[src/rtl/alu_4bit.sv]
// alu_4bit: registered 4-bit ALU with carry/borrow/shift-out flag.
// Arithmetic goes through a per-bit ripple chain built from alu_4bit_slice
// instances. Logic and shift results come straight from operand vectors.

// One full-adder bit of the add/subtract ripple chain.
module alu_4bit_slice (
   input  logic a,
   input  logic b,
   input  logic cin,
   output logic sum,
   output logic cout
);

   // Plain full adder. Subtraction is handled by the caller, which feeds ~b and cin=1.
   always_comb begin
      sum  = a ^ b ^ cin;
      cout = (a & b) | (a & cin) | (b & cin);
   end

endmodule

module alu_4bit (
   input  logic       clk,
   input  logic       rst,
   input  logic [3:0] a,
   input  logic [3:0] b,
   input  logic [2:0] alu_sel,
   output logic [3:0] alu_out,
   output logic       carry_out
);

   localparam int W = 4;

   typedef enum logic [2:0] {
      OP_ADD = 3'b000,
      OP_SUB = 3'b001,
      OP_AND = 3'b010,
      OP_OR  = 3'b011,
      OP_XOR = 3'b100,
      OP_NOT = 3'b101,
      OP_SHL = 3'b110,
      OP_SHR = 3'b111
   } alu_op_e;

   alu_op_e        op;
   logic           is_sub;
   logic [W-1:0]   b_eff;
   logic [W:0]     chain;
   logic [W-1:0]   sum;
   logic [W-1:0]   res_d;
   logic           cy_d;

   assign op     = alu_op_e'(alu_sel);
   assign is_sub = (op == OP_SUB);

   // Subtract as a + ~b + 1. Borrow is the inverse of the chain's carry out.
   assign b_eff    = is_sub ? ~b : b;
   assign chain[0] = is_sub;

   genvar i;
   generate
      for (i = 0; i < W; i++) begin : g_bit
         alu_4bit_slice u_slice (
            .a    (a[i]),
            .b    (b_eff[i]),
            .cin  (chain[i]),
            .sum  (sum[i]),
            .cout (chain[i+1])
         );
      end
   endgenerate

   // Decode the operation from the current alu_sel. Every code is defined,
   // so the outputs never carry X when the inputs are known.
   always_comb begin
      res_d = '0;
      cy_d  = 1'b0;
      case (op)
         OP_ADD: begin
            res_d = sum;
            cy_d  = chain[W];
         end
         OP_SUB: begin
            res_d = sum;
            cy_d  = ~chain[W];
         end
         OP_AND: res_d = a & b;
         OP_OR:  res_d = a | b;
         OP_XOR: res_d = a ^ b;
         OP_NOT: res_d = ~a;
         OP_SHL: begin
            res_d = {a[W-2:0], 1'b0};
            cy_d  = a[W-1];
         end
         OP_SHR: begin
            res_d = {1'b0, a[W-1:1]};
            cy_d  = a[0];
         end
         default: begin
            res_d = '0;
            cy_d  = 1'b0;
         end
      endcase
   end

   // Output register: a synchronous reset wins over the result computed in the same cycle.
   always_ff @(posedge clk) begin
      if (rst) begin
         alu_out   <= '0;
         carry_out <= 1'b0;
      end else begin
         alu_out   <= res_d;
         carry_out <= cy_d;
      end
   end

endmodule

[config.mk]
export PLATFORM = sky130hd
export DESIGN_NAME = alu_4bit
export DESIGN_NICKNAME = d
export VERILOG_FILES = /design/src/rtl/alu_4bit.sv
export SDC_FILE = /design/constraint.sdc
export NUM_CORES = 1
export LEC_CHECK = 0
export CAP_MARGIN = 20
export CORE_MARGIN = 2
export CORE_UTILIZATION = 40
export DETAILED_ROUTE_END_ITERATION = 10
export PLACE_DENSITY = 0.8
export RECOVER_POWER = 25
export SLEW_MARGIN = 20
export SYNTH_ARGS = -nofsm -noshare
export SYNTH_HDL_FRONTEND = slang
export SYNTH_SLANG_ARGS = --single-unit
[constraint.sdc]
create_clock -name clk -period 6.5 [get_ports clk]
set_clock_uncertainty 0.05 [all_clocks]
set_input_delay 1.3 -clock clk [delete_from_list [all_inputs] [get_ports clk]]
set_output_delay 1.3 -clock clk [all_outputs]
set_load 0.02 [all_outputs]
==> reports/results.ini <==
[run_status]
run_status = finished clean

[global_route]
overflow = 0
grt_pass1_wl_mm = 2.64
grt_max_degree = 21
grt_use_total = 0.183
grt_pass1_vias = 568
antenna_found_initial = 0

[finish]
syn2layout_area_growth_pct = 26.1
final_area_um2 = 823
fin_util = 0.540
n_antenna_cell = 0
nFillCells = 141
mostFrequentLayoutCells = 15 x clkdlybuf4s50_1, 8 x inv_1, 8 x ha_1, 6 x nand2b_1
nets = 118
mostFrequentLayoutCell = clkdlybuf4s50_1
final_layout_size_suffix_gt1_frac = 0.0968

[worst_setup_path]
cp_data_required_time_ps = 6610
timing_worst_setup_path_type = in -> reg
cp-end-kind = flop
crit_path_max_fanout = 15
arrival_ps = 4520
critPathLaunchType = input port

[pwr]
pwr-share-comb = 0.428
seq_power_share = 0.284
leakage_nw = 0.340
powerDensity_nw_per_um2 = 146
p_switching_mw = 0.0390
internal_power_mw = 0.0811
p_sw_frac = 0.325
ir_drop_mv = 0.0545
clkPwrFrac = 0.288

[synthesis]
synth_ff_type = dfxtp_1
synth_cells = 77
ys_types = 30
ys_warn_count = 0
syn_area_per_cell_um2 = 8.48
async_flop_share = 0
synth-seq-cells = 5
synth_top_area_share = 0.153
synth_nets = 101
syn_area_um2 = 653
synth-edff-count = 0
synth_top_cell_by_area = dfxtp_1
yosysSeqAreaShare = 0.153
synth.area.top_cells = dfxtp_1 15%, ha_1 15%, fa_1 9.2%

[clock_network]
cts_setup_buffers = 0
htree_levels = 1
cts.sink_count = 5
cts_tree = done
numCtsBuffers = 3
cts_hold_buf = 0
cts_root_buf = clkbuf_4
clockBufferDepth = 2
cts_resized = 0
clk_pin_slew_ps = 40

[drt]
drtIter0Drc = 14
ant_nets = 0
vias = 597
drt-total-wl_mm = 1.51
first_pass_iters = 4
vias_per_cell = 5.48
drc = 0
wl_per_cell_um = 13.8

[sta]
hold_viol = 0
max_freq_mhz = 227
worst_pin_slew_ps = 627
grt_setup_unrepaired = no
setup_viol = 0
slew_violations = 0
finalCritPeriodShare = 0.678
fin_setup_tns_ps = 0
slew_headroom = 0.580
min_period_ps = 4410

[placement]
place.gp.congestion = 0.843
place.detailed.hpwl_mm = 1.19
placed_area_um2 = 797
port_buffers = 17

[die]
die_h_um = 44.4
die_area_um2 = 1970
ios = 18
fp-row-count = 14
core-area_um2 = 1520
initial_core_util = 0.429
fp.dieW_um = 44.4

[min_path]
hold_path_class = in -> reg

[flow_run]
drv_cap = 0

==> cells in the mapped netlist (2+ instances only) <==
| cell | n |
|---|---|
| a211oi_1 | 3 |
| a21oi_1 | 5 |
| a31oi_1 | 2 |
| buf_6 | 3 |
| dfxtp_1 | 5 |
| fa_1 | 3 |
| ha_1 | 8 |
| inv_1 | 8 |
| mux2i_1 | 2 |
| nand2_1 | 5 |
| nand2b_1 | 6 |
| nor2_1 | 2 |
| nor3_1 | 2 |
| o21ai_0 | 4 |
| xnor2_1 | 4 |
==> through the flow <==
step / setup slack (ps) / hold WS, ps / std cells / total power, mW
floorplan: 3060 / 1310 / 77 / 0.0667
global placement: 2150 / 1970 / 105 / 0.0844
detailed placement: 1910 / 1970 / 105 / 0.0865
CTS: 2150 / 1720 / 109 / 0.123
global route: 1900 / 1740 / 109 / 0.131
finish: 2090 / 1730 / 109 / 0.120
==> per-layer routing <==
metal  vias up  wire length [um]  global-route usage
met3         2                58              0.0367
met5         -                 0                   0
met4         0                28               0.109
met2        17               741               0.291
met1       280               677               0.226
li1        298                 -                   -
==> kinds of logic (layout without fill, tap and decap cells) <==
kind of cell,Yosys count,in the layout,share of synthesized area
muxes,2,2,0.0307
and+or+nand+nor,21,21,0.176
AOI/OAI and AO/OA,21,21,0.224
buffers and inverters,13,29,0.117
adders and majority gates,11,11,0.245
xor gates and xnor gates,4,4,0.0536
DFF,5,5,0.153
==> area by class of cell <==
class                   instances  area, um2  area share
clock buffers                   4       26.3      0.0319
inverters                       8       30.0      0.0365
multi-input cells              59        477       0.579
flip-flops and latches          5        100       0.122
well taps                      16       20.0      0.0243
repair buffers                 17        170       0.207
==> critical path, stage by stage <==
cell and delay [ps]:
clkdlybuf4s50_1 710, nor2_2 360, and2_0 340, xnor2_1 140, fa_1 450, fa_1 410
fa_1 390, xnor2_1 160, nand2_1 80, a21oi_1 170
==> sequential cells by signal, indices dropped and copies added, names as in the netlist <==
signal and flops:
alu_out 4, carry_out 1
==> path summary, 6_finish.rpt <==
path,end,slack (ps),cells after the start,startpoint
hold / removal,alu_out[3],1730,2,rst
setup / recovery,carry_out,2090,10,alu_sel[2]
==> power groups by stage <==
stage | combinational [mW] | clock [mW] | sequential, mW
6_report | 0.0515 | 0.0346 | 0.0341
5_1_grt | 0.0576 | 0.0391 | 0.0342
4_1_cts | 0.0520 | 0.0365 | 0.0342
3_5_place_dp | 0.0518 | 0 | 0.0348
3_3_place_gp | 0.0497 | 0 | 0.0348
2_1_floorplan | 0.0283 | 0 | 0.0384
Note: power is estimated with default switching activity, not from simulation.
